$ cat config.mk
export PLATFORM = sky130hd
export DESIGN_NAME = mac_seq_ctrl_flat
export DESIGN_NICKNAME = d
export VERILOG_FILES = /design/src/rtl/mac_pkg.sv /design/src/rtl/mac_seq_ctrl_if.sv /design/src/rtl/mac_seq_watchdog.sv /design/src/rtl/mac_seq_ctrl.sv /design/src/flat_wrapper.sv
export SDC_FILE = /design/constraint.sdc
export NUM_CORES = 1
export LEC_CHECK = 0
export ABC_AREA = 1
export BUFFER_PORTS_ARGS = -buffer_cell sky130_fd_sc_hd__buf_2
export CAP_MARGIN = 20
export CORE_AREA = 3 3 40 42
export CTS_BUF_LIST = sky130_fd_sc_hd__clkbuf_4
export CTS_CLUSTER_DIAMETER = 60
export DETAILED_ROUTE_END_ITERATION = 7
export DIE_AREA = 0 0 43 45
export HOLD_SLACK_MARGIN = 0.15
export PLACE_DENSITY = 0.62
export SETUP_SLACK_MARGIN = 0.4
export SKIP_LAST_GASP = 1
export SYNTH_ARGS = -nofsm -noshare
export SYNTH_HDL_FRONTEND = slang
export SYNTH_SLANG_ARGS = --single-unit
$ cat constraint.sdc
create_clock -name clk -period 1.5 [get_ports clk]
set_input_delay 0.075 -clock clk [delete_from_list [all_inputs] [get_ports clk]]
set_output_delay 0.075 -clock clk [all_outputs]
set_load 0.1 [all_outputs]
$ cat src/rtl/mac_pkg.sv
`default_nettype none
// ============================================================================
// Module      : mac_pkg
// Description : Shared types and constants for the MAC sequencer slice.
// Revision    : 1.0 - initial release
// ============================================================================
package mac_pkg;

    localparam int MAC_COUNT_W     = 4;
    localparam int MAC_PIPE_LAT    = 2;
    localparam int MAC_TIMEOUT_CYC = 64;

    typedef enum logic [2:0] {
        ST_IDLE  = 3'd0,
        ST_CLEAR = 3'd1,
        ST_RUN   = 3'd2,
        ST_DRAIN = 3'd3,
        ST_DONE  = 3'd4
    } mac_seq_state_t;

endpackage
`default_nettype wire

$ cat src/rtl/mac_seq_ctrl_if.sv
`default_nettype none
// ============================================================================
// Module      : mac_seq_ctrl_if
// Description : Sequencer bus: start/length request, operand handshake,
//               accumulator and step-counter strobes, status.
// Revision    : 1.0 - initial release
// ============================================================================
interface mac_seq_ctrl_if
    import mac_pkg::*;
#(
    parameter int COUNT_W = MAC_COUNT_W
);
    logic               start;
    logic [COUNT_W-1:0] len;
    logic               op_valid;
    logic               op_ready;
    logic               acc_clr;
    logic               acc_en;
    logic               count_enb;
    logic               count_reset;
    logic [COUNT_W-1:0] count_in;
    logic               busy;
    logic               done;
    logic               timeout;

    // The sequencer side.
    modport master (
        input  start, len, op_valid, count_in,
        output op_ready, acc_clr, acc_en, count_enb, count_reset, busy, done, timeout
    );

    // Operand source, MAC core and step counter side.
    modport slave (
        output start, len, op_valid, count_in,
        input  op_ready, acc_clr, acc_en, count_enb, count_reset, busy, done, timeout
    );
endinterface
`default_nettype wire

$ cat src/rtl/mac_seq_watchdog.sv
`default_nettype none
// ============================================================================
// Module      : mac_seq_watchdog
// Description : Stall counter for the RUN state; flags an operand-starvation
//               timeout. Used only when MAC_SEQ_TIMEOUT_EN is defined.
// Revision    : 1.0 - initial release
// ============================================================================
module mac_seq_watchdog
    import mac_pkg::*;
#(
    parameter int TIMEOUT_CYC = MAC_TIMEOUT_CYC
) (
    input  logic clk,
    input  logic rst,
    input  logic run_i,
    input  logic starve_i,
    output logic expire_o
);
    localparam int c_STALL_W = (TIMEOUT_CYC > 2) ? $clog2(TIMEOUT_CYC) : 1;
    localparam logic [c_STALL_W-1:0] c_LIMIT = c_STALL_W'(TIMEOUT_CYC - 2);

    logic [c_STALL_W-1:0] stall_q;

    // Count consecutive starved RUN cycles; a handshake or leaving RUN restarts it.
    always_ff @(posedge clk or posedge rst) begin
        if (rst) begin
            stall_q <= '0;
        end else if (run_i && starve_i) begin
            stall_q <= stall_q + c_STALL_W'(1);
        end else begin
            stall_q <= '0;
        end
    end

    // Fire one cycle early so the forced DONE cycle is the TIMEOUT_CYC-th starved cycle.
    assign expire_o = run_i && starve_i && (stall_q == c_LIMIT);
endmodule
`default_nettype wire

$ cat src/rtl/mac_seq_ctrl.sv
`default_nettype none
// ============================================================================
// Module      : mac_seq_ctrl
// Description : MAC control sequencer: clear, N multiply-accumulate steps
//               under valid/ready, pipeline drain, completion pulse.
//               Optional starvation timeout under macro MAC_SEQ_TIMEOUT_EN.
// Revision    : 1.0 - initial release
// ============================================================================
module mac_seq_ctrl
    import mac_pkg::*;
#(
    parameter int COUNT_W     = MAC_COUNT_W,
    parameter int PIPE_LAT    = MAC_PIPE_LAT,
    parameter int TIMEOUT_CYC = MAC_TIMEOUT_CYC
) (
    input  logic           clk,
    input  logic           rst,
    mac_seq_ctrl_if.master seq_if
);
    localparam int c_DRAIN_W = (PIPE_LAT > 1) ? $clog2(PIPE_LAT) : 1;
    localparam logic [c_DRAIN_W-1:0] c_DRAIN_LOAD =
        (PIPE_LAT > 0) ? c_DRAIN_W'(PIPE_LAT - 1) : '0;

    mac_seq_state_t       state_q, state_d;
    logic [COUNT_W-1:0]   len_q;
    logic [c_DRAIN_W-1:0] drain_q, drain_d;
    logic                 w_handshake;
    logic                 w_last;
    logic                 w_expire;
    logic                 w_timeout;

    // Termination is decided at the final handshake, so a counter wrap to 0 is harmless.
    assign w_handshake = (state_q == ST_RUN) && seq_if.op_valid;
    assign w_last      = (seq_if.count_in == len_q);

`ifdef MAC_SEQ_TIMEOUT_EN
    logic timeout_q;

    mac_seq_watchdog #(
        .TIMEOUT_CYC (TIMEOUT_CYC)
    ) u_watchdog (
        .clk      (clk),
        .rst      (rst),
        .run_i    (state_q == ST_RUN),
        .starve_i (!seq_if.op_valid),
        .expire_o (w_expire)
    );

    // Remember that the coming DONE cycle was forced by the watchdog.
    always_ff @(posedge clk or posedge rst) begin
        if (rst) begin
            timeout_q <= 1'b0;
        end else begin
            timeout_q <= (state_q == ST_RUN) && w_expire;
        end
    end

    assign w_timeout = timeout_q;
`else
    assign w_expire  = 1'b0;
    assign w_timeout = 1'b0;
`endif

    // State, latched vector length and drain counter.
    always_ff @(posedge clk or posedge rst) begin
        if (rst) begin
            state_q <= ST_IDLE;
            len_q   <= '0;
            drain_q <= '0;
        end else begin
            state_q <= state_d;
            drain_q <= drain_d;
            if ((state_q == ST_IDLE) && seq_if.start) begin
                len_q <= seq_if.len;
            end
        end
    end

    // Next-state and output decode; strobes are state-decoded except the handshake pair.
    always_comb begin
        state_d            = state_q;
        drain_d            = drain_q;
        seq_if.op_ready    = 1'b0;
        seq_if.acc_clr     = 1'b0;
        seq_if.acc_en      = 1'b0;
        seq_if.count_enb   = 1'b0;
        seq_if.count_reset = 1'b0;
        seq_if.busy        = (state_q != ST_IDLE);
        seq_if.done        = 1'b0;
        seq_if.timeout     = 1'b0;

        case (state_q)
            ST_IDLE: begin
                if (seq_if.start) begin
                    state_d = ST_CLEAR;
                end
            end
            ST_CLEAR: begin
                seq_if.acc_clr     = 1'b1;
                seq_if.count_reset = 1'b1;
                state_d            = ST_RUN;
            end
            ST_RUN: begin
                seq_if.op_ready  = 1'b1;
                seq_if.acc_en    = w_handshake;
                seq_if.count_enb = w_handshake;
                if (w_handshake && w_last) begin
                    if (PIPE_LAT > 0) begin
                        state_d = ST_DRAIN;
                        drain_d = c_DRAIN_LOAD;
                    end else begin
                        state_d = ST_DONE;
                    end
                end else if (w_expire) begin
                    state_d = ST_DONE;
                end
            end
            ST_DRAIN: begin
                if (drain_q == '0) begin
                    state_d = ST_DONE;
                end else begin
                    drain_d = drain_q - c_DRAIN_W'(1);
                end
            end
            ST_DONE: begin
                seq_if.done        = 1'b1;
                seq_if.count_reset = 1'b1;
                seq_if.timeout     = w_timeout;
                state_d            = ST_IDLE;
            end
            default: begin
                state_d = ST_IDLE;
            end
        endcase
    end
endmodule
`default_nettype wire

$ cat src/flat_wrapper.sv
// flat-port wrapper written by rule: the top's interface ports become plain ports
module mac_seq_ctrl_flat import mac_pkg::*;
#(
    parameter int COUNT_W     = MAC_COUNT_W,
    parameter int PIPE_LAT    = MAC_PIPE_LAT,
    parameter int TIMEOUT_CYC = MAC_TIMEOUT_CYC
)
  (clk, rst, seq_if_start, seq_if_len, seq_if_op_valid, seq_if_count_in, seq_if_op_ready, seq_if_acc_clr, seq_if_acc_en, seq_if_count_enb, seq_if_count_reset, seq_if_busy, seq_if_done, seq_if_timeout);
  mac_seq_ctrl_if #(.COUNT_W(COUNT_W)) seq_if_i ();
  input  logic clk;
  input  logic rst;
  input wire logic [$bits(seq_if_i.start)-1:0] seq_if_start;
  input wire logic [$bits(seq_if_i.len)-1:0] seq_if_len;
  input wire logic [$bits(seq_if_i.op_valid)-1:0] seq_if_op_valid;
  input wire logic [$bits(seq_if_i.count_in)-1:0] seq_if_count_in;
  output wire logic [$bits(seq_if_i.op_ready)-1:0] seq_if_op_ready;
  output wire logic [$bits(seq_if_i.acc_clr)-1:0] seq_if_acc_clr;
  output wire logic [$bits(seq_if_i.acc_en)-1:0] seq_if_acc_en;
  output wire logic [$bits(seq_if_i.count_enb)-1:0] seq_if_count_enb;
  output wire logic [$bits(seq_if_i.count_reset)-1:0] seq_if_count_reset;
  output wire logic [$bits(seq_if_i.busy)-1:0] seq_if_busy;
  output wire logic [$bits(seq_if_i.done)-1:0] seq_if_done;
  output wire logic [$bits(seq_if_i.timeout)-1:0] seq_if_timeout;
  assign seq_if_i.start = seq_if_start;
  assign seq_if_i.len = seq_if_len;
  assign seq_if_i.op_valid = seq_if_op_valid;
  assign seq_if_i.count_in = seq_if_count_in;
  assign seq_if_op_ready = seq_if_i.op_ready;
  assign seq_if_acc_clr = seq_if_i.acc_clr;
  assign seq_if_acc_en = seq_if_i.acc_en;
  assign seq_if_count_enb = seq_if_i.count_enb;
  assign seq_if_count_reset = seq_if_i.count_reset;
  assign seq_if_busy = seq_if_i.busy;
  assign seq_if_done = seq_if_i.done;
  assign seq_if_timeout = seq_if_i.timeout;
  mac_seq_ctrl #(.COUNT_W(COUNT_W), .PIPE_LAT(PIPE_LAT), .TIMEOUT_CYC(TIMEOUT_CYC)) u_core (.clk(clk), .rst(rst), .seq_if(seq_if_i));
endmodule
# ---- Word level (Yosys, flattened, before mapping)
# Cells that the tools add are included.
dict set report classes {
  n_reduce_logical 9
  add_sub_neg 1
  n_mux 12
  n_eq_ne 8
}
# operator count
set op_table {}
lappend op_table {{case mux 3 bit (4 select lines)} 1}
lappend op_table {{two-way mux 3 bit} 3}
lappend op_table {{two-way mux 1 bit} 7}
lappend op_table {{equality test 3 x 2 -> 1 bit, second input constant} 2}
lappend op_table {{inequality test 2 bit, second input constant} 3}
lappend op_table {{equality test 4 bit} 1}
lappend op_table {{equality test 3 x 1 -> 1 bit, second input constant} 1}
lappend op_table {{equality test 3 bit, second input constant} 1}
lappend op_table {{logical AND 1 bit} 3}
lappend op_table {{logical NOT 3 bit} 1}
lappend op_table {{AND reduction 3 bit} 1}
lappend op_table {{nonzero test 3 bit} 1}
lappend op_table {{case mux 1 bit (2 select lines)} 1}
lappend op_table {{AND reduction 2 bit} 1}
lappend op_table {{nonzero test 2 bit} 1}
lappend op_table {{OR reduction 2 bit} 1}
lappend op_table {{subtractor 1 bit, second input constant} 1}
dict set report word_totals {
  wordCells 33
  output_inout_bits 8
  regBits 8
}

# ---- Logic depth before layout (Yosys ltp)
# Gate-level depths: netlist (run 1).
dict set report logic_depth {
  word_depth 5
  depth_mapped 9
  mapped_depth_nobuf 9
}

# ---- Worst setup path after synthesis (run 1)
# OpenSTA, ideal clock, no wires.
dict set report synth_timing {
  kind {reg2out}
  from {register u_core.state_q[1]}
  to {output port seq_if_count_reset}
  t_required_ns 1.425
  path_stages_with_launch 4
  path_slack_ns -2.416
  arrival_time_ns 3.841
  n_path_buf 0
  cell_sequence {dfrtp_1 -> nor3_1 -> inv_1 -> o21ai_0}
}
dict set report synth_via {
  elab_chain_len 3
  word_cells_on_any_way 4
}
# element line
set synth_rtl {}
lappend synth_rtl {{from (decl)} mac_seq_ctrl.sv:24} ;# mac_seq_state_t state_q, state_d;
lappend synth_rtl {{from (signal assigned)} mac_seq_ctrl.sv:71} ;# state_q <= state_d;
lappend synth_rtl {{equality test 3 bit or equality test 3 x 1 -> 1 bit (tied branches)} mac_seq_ctrl.sv:92} ;# case (state_q)
lappend synth_rtl {{OR reduction 2 bit (no source line) *} --}
lappend synth_rtl {{two-way mux 1 bit *} mac_seq_ctrl.sv:92}
lappend synth_rtl {{to (decl)} flat_wrapper.sv:20} ;# output wire logic [$bits(seq_if_i.count_reset)-1:0] seq_if_count_reset;
# Mark *: on every way between the ends. The rest lies on a longest branch, timed or not.

# ---- Worst setup path after layout (run 1)
dict set report layout_timing {
  from {register u_core.state_q[0]}
  to {output port seq_if_acc_en}
}
dict set report layout_via {
  elab_chain_len 3
}
# element line
set layout_rtl {}
lappend layout_rtl {{equality test 3 x 2 -> 1 bit *} {mac_seq_ctrl.sv:33, mac_seq_ctrl.sv:92}}
lappend layout_rtl {{logical AND 1 bit} mac_seq_ctrl.sv:33} ;# assign w_handshake = (state_q == ST_RUN) && seq_if.op_valid;
lappend layout_rtl {{two-way mux 1 bit *} mac_seq_ctrl.sv:92}
lappend layout_rtl {{to (decl)} flat_wrapper.sv:18} ;# output wire logic [$bits(seq_if_i.acc_en)-1:0] seq_if_acc_en;
# Marks and branches as above.

==> results.sh, run 1 <==
export IMPL_netlist_area_um2=497
export IMPL_final_hold_viol_count=0
export IMPL_cts_tree="done"
export IMPL_hp_class="in2reg"
export IMPL_grt_pass1_vias=540
export IMPL_synthSimpleGateAreaFrac_pct=37.8
export IMPL_antenna_left=0
export IMPL_die_x_um=43
export IMPL_syn_inst=73
export IMPL_dr_first_iter_drc_count=7
export IMPL_drv_cap=0
export IMPL_synth_adder_area_share_pct=0
export IMPL_hpwlAfterDp_um=803
export IMPL_dp_cells=105
export IMPL_initial_core_util_pct=38.7
export IMPL_ys_top_cells_by_area="dfrtp_1 (40%), nand2_1 (15%), inv_1 (12%)"
export IMPL_drc=0
export IMPL_finalSetupViolations=0
export IMPL_synthToLayoutAreaGrowth_pct=95.7
export IMPL_worstPathMaxFanout=4
export IMPL_synth_compound_area_share_pct=6.05
export IMPL_h_tree_depth=1
export IMPL_cpMostUsedCell="nor2_4"
export IMPL_grt_ovfl_total=0
export IMPL_outcome="completed"
export IMPL_grt_use_met2_pct=24.3
export IMPL_start_kind="flop"
export IMPL_slew_viol_final=0
export IMPL_cts_made_buffers=3
export IMPL_slowest_stage="dfrtp_2"
export IMPL_grt_start_max_net_pins=9
export IMPL_period_needed_ns=1.40
export IMPL_avgSynthCellArea_um2=6.80
export IMPL_gp_congestion=0.770
export IMPL_track_usage_pct=14.9
export IMPL_drive_gt1_share_pct=55.0
export IMPL_clk_pin_slew_ns=0.05
export IMPL_antenna_cells=0
export IMPL_antenna_found_initial=0
export IMPL_die_area_um2=1940
export IMPL_grt_pass1_wl_um=2150
export IMPL_slowest_delay_ns=0.44
export IMPL_wire_per_inst_um=10.2
export IMPL_worstSetupStartpoint="u_core.state_q[0]"
export IMPL_yosys_area_top_type="dfrtp_1"
export IMPL_grtUsageMet1_pct=18.5
export IMPL_vias_per_cell=4.53
export IMPL_busiest_layer="met2"
export IMPL_ys_types=14
export IMPL_root_buffer="clkbuf_4"
export IMPL_cp_end_kind="output pin"
export IMPL_worstRegToRegCells=8
export IMPL_dr_pass1_iters=4
export IMPL_grt_use_met3_pct=2.79
export IMPL_yosys_warnings=0
export IMPL_synth_xor_area_share_pct=0
export IMPL_cp_arrival_ns=1.32
export IMPL_synth_top_area_share_pct=40.3
export IMPL_synth_top_family_by_area="simple AND/OR/NAND/NOR gates"
export IMPL_insertion_delay_ns=0.25
export IMPL_cts_sinks=8
export IMPL_worst_hold_path_num_cells=3
export IMPL_r2r_start="u_core.state_q[1]"
export IMPL_timing_fmax_mhz=716
export IMPL_synth_mux_area_share_pct=0
export IMPL_num_vias=562
export IMPL_rsz0062_at_grt="yes"
export IMPL_ys_ff_latch=8
export IMPL_path_class="reg2out"
export IMPL_min_period_over_period_pct=93.2
export IMPL_row_count=13
export IMPL_worstHoldStart="seq_if_start"
export IMPL_clock_skew_ns=0.00409
export IMPL_finalSetupTns_ns=0
export IMPL_core_um2=1280
export IMPL_layout_nets=123
export IMPL_critPathRequiredTime_ns=1.42
export IMPL_portBuffers=18
export IMPL_fp_dieH_um=45
export IMPL_max_clock_path_buffers=2
export IMPL_totalWireLength_um=1260
export IMPL_finalNonFillerCells=124
export IMPL_ios=20
export IMPL_synth_nets=85
export IMPL_synth_seq_area_share_pct=40.3
export IMPL_crit_chain="nor2_4 > nand2_4 > nor2_4 > buf_6 > buf_12"
[worst max-delay path: cells and delay by family, from the launching register on]
kind | cells | cell delay (ns)
AND/OR/NAND/NOR | 3 | 0.34
buffers and inverters | 2 | 0.29
flip-flops | 1 | 0.44
[layer usage]
metal,vias to the layer above,wire [µm]
met5,-,0
met4,0,10
met3,2,54
met2,14,637
met1,257,562
li1,289,-
[synth_stat cells]
cell / count
a21oi_1: 4
nor2_1: 8
conb_1: 1
o21ai_0: 2
buf_4: 2
nor3_1: 1
inv_1: 16
nand3_1: 4
nand2_1: 20
nand4_1: 1
nor2_4: 2
nand2_2: 3
dfrtp_1: 8
nand3_2: 1
[registers in the layout (all words and copies together) (netlist names)]
name	cells
u_core.len_q	4
u_core.state_q	3
u_core.drain_q	1
[path summary, 6_finish.rpt]
kind,end,slack [ns]
setup / recovery,seq_if_acc_en,0.10
hold / removal,u_core.len_q[1],0.21
setup reg to reg,u_core.state_q[1],0.16
hold reg to reg,u_core.drain_q,0.48
max in group asynchronous,u_core.state_q[2],0.92
min in group asynchronous,u_core.len_q[2],0.32
[area by class of cell]
cell class	count	area [µm²]
sequential	8	204
inverter	16	63.8
fill	89	313
timing repair buffer	35	363
multi-input combinational	47	300
clock buffer	3	22.5
tap	15	18.8
[kinds of logic after synthesis]
kind of cell | after synthesis
buffers and inverters | 18
AND/OR/NAND/NOR | 40
AO/OA/AOI/OAI | 6
flip-flops | 8
other | 1
[cell usage in the layout (no fill, tap or decap), drive strengths merged]
cell type and instances:
a21oi 4, nor3 1, nor2 10, buf 30, nand4 1, dlygate4sd3 5
dfrtp 8, conb 1, nand2 23, o21ai 2, clkbuf 3, clkinvlp 1
inv 15, nand3 5
[what timing repair did]
action | CTS | global route
pin swaps | 3 | 3
hold buffers | 5 | 0
cloned | 0 | 0
resized for setup | 12 | 9
endpoints found under the setup margin | 14 | 15
endpoints found under the hold margin | 12 | 0
buffers inserted | 7 | 4
[stage by stage]
stage / cell area (µm²) / utilization (%) / setup WS (ns) / hold WS (ns)
2_1_floorplan: 551 / - / -0.307 / -0.109
3_3_place_gp: 744 / 57.9 / 0.265 / 0.0272
3_5_place_dp: 744 / 57.9 / 0.233 / 0.0279
4_1_cts: 913 / 71.1 / 0.132 / 0.184
5_1_grt: 972 / 75.7 / 0.0446 / 0.235
6_report: 972 / 75.7 / 0.103 / 0.213
Power of run 1 is not shown: default switching activity piles up to over one toggle a cycle in this logic, so the estimate is an artifact.
==> inputs of run 2 (changes only) <==
CORE_AREA = 3 3 42 44   (was 3 3 40 42)
DIE_AREA = 0 0 45 47   (was 0 0 43 45)
PLACE_DENSITY = 0.57   (was 0.62)
==> results.sh, run 2 (synthesized netlist as in run 1, its figures left out) <==
export IMPL_antenna_found_initial=0
export IMPL_antenna_left=0
export IMPL_insertion_delay_ns=0.24
export IMPL_grt_pass1_wl_um=1860
export IMPL_slowest_stage="dfrtp_1"
export IMPL_hp_class="in2reg"
export IMPL_cp_end_kind="output pin"
export IMPL_gp_congestion=0.752
export IMPL_fp_dieH_um=47
export IMPL_critPathRequiredTime_ns=1.42
export IMPL_max_clock_path_buffers=2
export IMPL_core_um2=1470
export IMPL_drv_cap=0
export IMPL_regMostFlops="u_core.len_q"
export IMPL_dr_pass1_iters=4
export IMPL_clock_skew_ns=0.000612
export IMPL_grt_start_max_net_pins=9
export IMPL_ios=20
export IMPL_synthToLayoutAreaGrowth_pct=98.7
export IMPL_cpMostUsedCell="nor2_4"
export IMPL_cp_arrival_ns=1.31
export IMPL_root_buffer="clkbuf_4"
export IMPL_wire_per_inst_um=9.92
export IMPL_timing_fmax_mhz=720
export IMPL_portBuffers=18
export IMPL_crit_chain="nor2_4 > nand2_4 > nor2_4 > buf_6 > buf_12"
export IMPL_num_vias=559
export IMPL_period_needed_ns=1.39
export IMPL_antenna_cells=0
export IMPL_h_tree_depth=1
export IMPL_slew_viol_final=0
export IMPL_final_common_cell="nand2_1"
export IMPL_grt_pass1_vias=486
export IMPL_worstPathMaxFanout=3
export IMPL_grt_ovfl_total=0
export IMPL_min_period_over_period_pct=92.6
export IMPL_vias_per_cell=4.47
export IMPL_cts_made_buffers=3
export IMPL_totalWireLength_um=1240
export IMPL_track_usage_pct=12.4
export IMPL_initial_core_util_pct=33.8
export IMPL_final_cell_mix="nand2_1 (18), inv_1 (11), buf_2 (11)"
export IMPL_rsz0062_at_grt="yes"
export IMPL_start_kind="flop"
export IMPL_fin_util_pct=67.1
export IMPL_die_area_um2=2120
export IMPL_path_class="reg2out"
export IMPL_drc=0
export IMPL_hpwlAfterDp_um=842
export IMPL_final_hold_viol_count=0
export IMPL_cts_tree="done"
export IMPL_outcome="completed"
export IMPL_finalSetupViolations=0
export IMPL_dr_first_iter_drc_count=6
export IMPL_clk_pin_slew_ns=0.05
export IMPL_die_x_um=45
export IMPL_slowest_delay_ns=0.43
export IMPL_cts_sinks=8
export IMPL_reg_top3="u_core.len_q: 4 flops, u_core.state_q: 3 flops, u_core.drain_q: 1 flops"
export IMPL_drive_gt1_share_pct=51.4
export IMPL_row_count=14
export IMPL_largest_reg_flops=4
export IMPL_layout_nets=123
-- run 2: what timing repair did --
action / in CTS / in global routing
endpoints found under the hold margin: 12 / 0
setup buffers: 7 / 4
setup endpoints to repair: 14 / 15
hold buffers: 5 / 0
pin swaps: 3 / 5
gates resized for setup: 6 / 13
-- run 2: per-stage QoR --
| stage | cells | setup WS (ns) | hold WS [ns] | TNS, ns | area (µm²) |
|---|---|---|---|---|---|
| after CTS | 121 | 0.0951 | 0.215 | 0 | 901 |
| after global placement | 106 | 0.261 | 0.0322 | 0 | 746 |
| after floorplan | 73 | -0.307 | -0.109 | -1.07 | 551 |
| final | 125 | 0.111 | 0.203 | 0 | 987 |
| after global routing | 125 | 0.0220 | 0.222 | 0 | 987 |
| after detailed placement | 106 | 0.218 | 0.0367 | 0 | 746 |
-- run 2: final timing paths --
check	from	endpoint	slack, ns	cells past startpoint
hold reg to reg	u_core.drain_q	u_core.drain_q	0.49	2
setup reg to reg	u_core.state_q[0]	u_core.state_q[1]	0.16	9
max in group asynchronous	rst	u_core.state_q[2]	0.94	3
hold / removal	seq_if_start	u_core.len_q[2]	0.20	3
setup / recovery	u_core.state_q[0]	seq_if_acc_en	0.11	5
min in group asynchronous	rst	u_core.len_q[0]	0.31	3
-- run 2: final cells by class --
cell class | instances | area, µm²
Tap cell | 16 | 20.0
Multi-Input combinational cell | 47 | 295
Fill cell | 124 | 484
Clock buffer | 3 | 22.5
Sequential cell | 8 | 203
Inverter | 16 | 67.6
Timing Repair Buffer | 35 | 379
-- run 2: per-layer routing --
layer | share of wire (%) | global-route usage (%) | routed length, µm | vias to the layer above
met3 | 5.2 | 1.15 | 64 | 4
met2 | 53 | 23.2 | 651 | 19
met1 | 40 | 12.9 | 495 | 246
li1 | - | - | - | 290
met5 | 0 | 0 | 0 | -
met4 | 2.3 | 8.77 | 29 | 0
-- run 2: critical path, delay by kind of cell (launching register included) --
family	cells	cell delay [ns]
AND/OR/NAND/NOR	3	0.35
buffers and inverters	2	0.28
flip-flops	1	0.43
Power of run 2 is left out for the same reason.
==> inputs of run 3 (changes only) <==
GPL_TIMING_DRIVEN = 0   (was default)
==> results.sh, run 3 (synthesized netlist as in run 1, its figures left out) <==
export IMPL_die_area_um2=2120
export IMPL_timing_fmax_mhz=717
export IMPL_grt_ovfl_total=0
export IMPL_cts_sinks=8
export IMPL_period_needed_ns=1.39
export IMPL_portBuffers=18
export IMPL_vias_per_cell=4.39
export IMPL_worst_hold_path_num_cells=3
export IMPL_synthToLayoutAreaGrowth_pct=90.4
export IMPL_r2r_start="u_core.state_q[2]"
export IMPL_cts_made_buffers=3
export IMPL_final_cell_mix="nand2_1 (17), inv_1 (12), buf_2 (11)"
export IMPL_hold_end="u_core.len_q[2]"
export IMPL_grt_use_met2_pct=24.3
export IMPL_track_usage_pct=14.0
export IMPL_max_clock_path_buffers=2
export IMPL_crit_chain="nor2_4 > nand2_4 > nor2_4 > buf_12 > buf_12"
export IMPL_fp_dieH_um=47
export IMPL_grt_start_max_net_pins=9
export IMPL_layout_nets=122
export IMPL_cts_tree="done"
export IMPL_clock_skew_ns=0.00426
export IMPL_initial_core_util_pct=33.8
export IMPL_slew_viol_final=0
export IMPL_final_hold_viol_count=0
export IMPL_worstPathMaxFanout=3
export IMPL_gp_congestion=0.686
export IMPL_insertion_delay_ns=0.26
export IMPL_outcome="completed"
export IMPL_worstHoldStart="seq_if_start"
export IMPL_antenna_left=0
export IMPL_antenna_cells=0
export IMPL_cp_end_kind="output pin"
export IMPL_slowest_delay_ns=0.43
export IMPL_grt_use_met3_pct=2.30
export IMPL_wire_per_inst_um=9.65
export IMPL_setup_slack_ns=0.106
export IMPL_r2r_setup_slack_ns=0.18
export IMPL_busiest_layer="met2"
export IMPL_dr_first_iter_drc_count=3
export IMPL_finalSetupViolations=0
export IMPL_antenna_found_initial=0
export IMPL_drive_gt1_share_pct=50.9
export IMPL_largest_reg_flops=4
export IMPL_path_buf_inv=2
export IMPL_cp_arrival_ns=1.32
export IMPL_clk_pin_slew_ns=0.06
export IMPL_row_count=14
export IMPL_path_class="reg2out"
export IMPL_fillers=123
export IMPL_num_vias=544
export IMPL_critPathTopFamily="flip-flops"
export IMPL_rsz0062_at_grt="yes"
export IMPL_pre_cts_slack_ns=0.0249
export IMPL_reg_top3="u_core.len_q: 4 flops, u_core.state_q: 3 flops, u_core.drain_q: 1 flops"
export IMPL_grt_pass1_wl_um=2040
export IMPL_grtUsageMet1_pct=15.3
export IMPL_h_tree_depth=1
export IMPL_r2r_end="u_core.state_q[1]"
export IMPL_start_kind="flop"
export IMPL_worstRegToRegCells=9
export IMPL_grt_pass1_vias=478
export IMPL_root_buffer="clkbuf_4"
export IMPL_multi_input_area_um2=303
export IMPL_totalWireLength_um=1200
export IMPL_drv_cap=0
export IMPL_die_x_um=45
export IMPL_regMostFlops="u_core.len_q"
export IMPL_ios=20
export IMPL_drc=0
export IMPL_seqCellArea_um2=204
export IMPL_core_um2=1470
export IMPL_slowest_stage="dfrtp_2"
export IMPL_hpwlAfterDp_um=858
export IMPL_hp_class="in2reg"
export IMPL_dr_pass1_iters=3
export IMPL_fin_util_pct=64.3
export IMPL_final_common_cell="nand2_1"
export IMPL_critPathRequiredTime_ns=1.42
export IMPL_min_period_over_period_pct=92.9
==> run 3: changes by cell type in the layout (fill, tap and decap cells not counted), sizes merged <==
cell and delta:
buf -1, inv +1, clkinvlp -1
==> run 3: layout make-up <==
class                           instances  share of cell area [%]
Tap cell                               16                    2.12
Buffer                                  2                    2.91
Multi-Input combinational cell         47                    32.0
Inverter                               16                    6.75
Timing Repair Buffer                   32                    32.3
Sequential cell                         8                    21.6
Clock buffer                            3                    2.38
==> run 3: worst max-delay path by stage <==
stage	from	to	slack (ns)	cells after the start
2_1_floorplan	u_core.state_q[0]	seq_if_count_reset	-0.31	4
3_3_place_gp	u_core.state_q[0]	seq_if_count_enb	0.04	5
3_5_place_dp	u_core.state_q[0]	seq_if_count_enb	0.02	5
4_1_cts	u_core.state_q[2]	seq_if_count_enb	0.11	5
5_1_grt	u_core.state_q[2]	seq_if_count_enb	0.04	5
6_report	u_core.state_q[2]	seq_if_count_enb	0.11	5
==> run 3: tightest hold or removal path, stage by stage <==
cell	delay, ns
buf_2	0.12
nand3_4	0.14
a21oi_2	0.07
==> run 3: what timing repair did <==
action	4_1_cts	5_1_grt
setup buffers	6	3
pin swaps	2	3
hold endpoints to repair	12	0
hold buffers	5	0
gates resized for setup	30	12
endpoints found under the setup margin	15	15
==> run 3: layer usage <==
metal | vias up | wire [µm]
li1 | 289 | -
met1 | 238 | 505
met2 | 15 | 621
met3 | 2 | 58
met4 | 0 | 12
met5 | - | 0
==> run 3: metrics by stage <==
stage                     hold WS [ns]  instance area (µm²)  std cells  setup TNS, ns
after global placement          0.0409                  661        107              0
after floorplan                 -0.109                  551         73          -1.07
after detailed placement        0.0426                  661        107              0
after CTS                        0.169                  880        121              0
final                            0.190                  946        124              0
after global routing             0.202                  946        124              0
Power of run 3 is left out for the same reason.
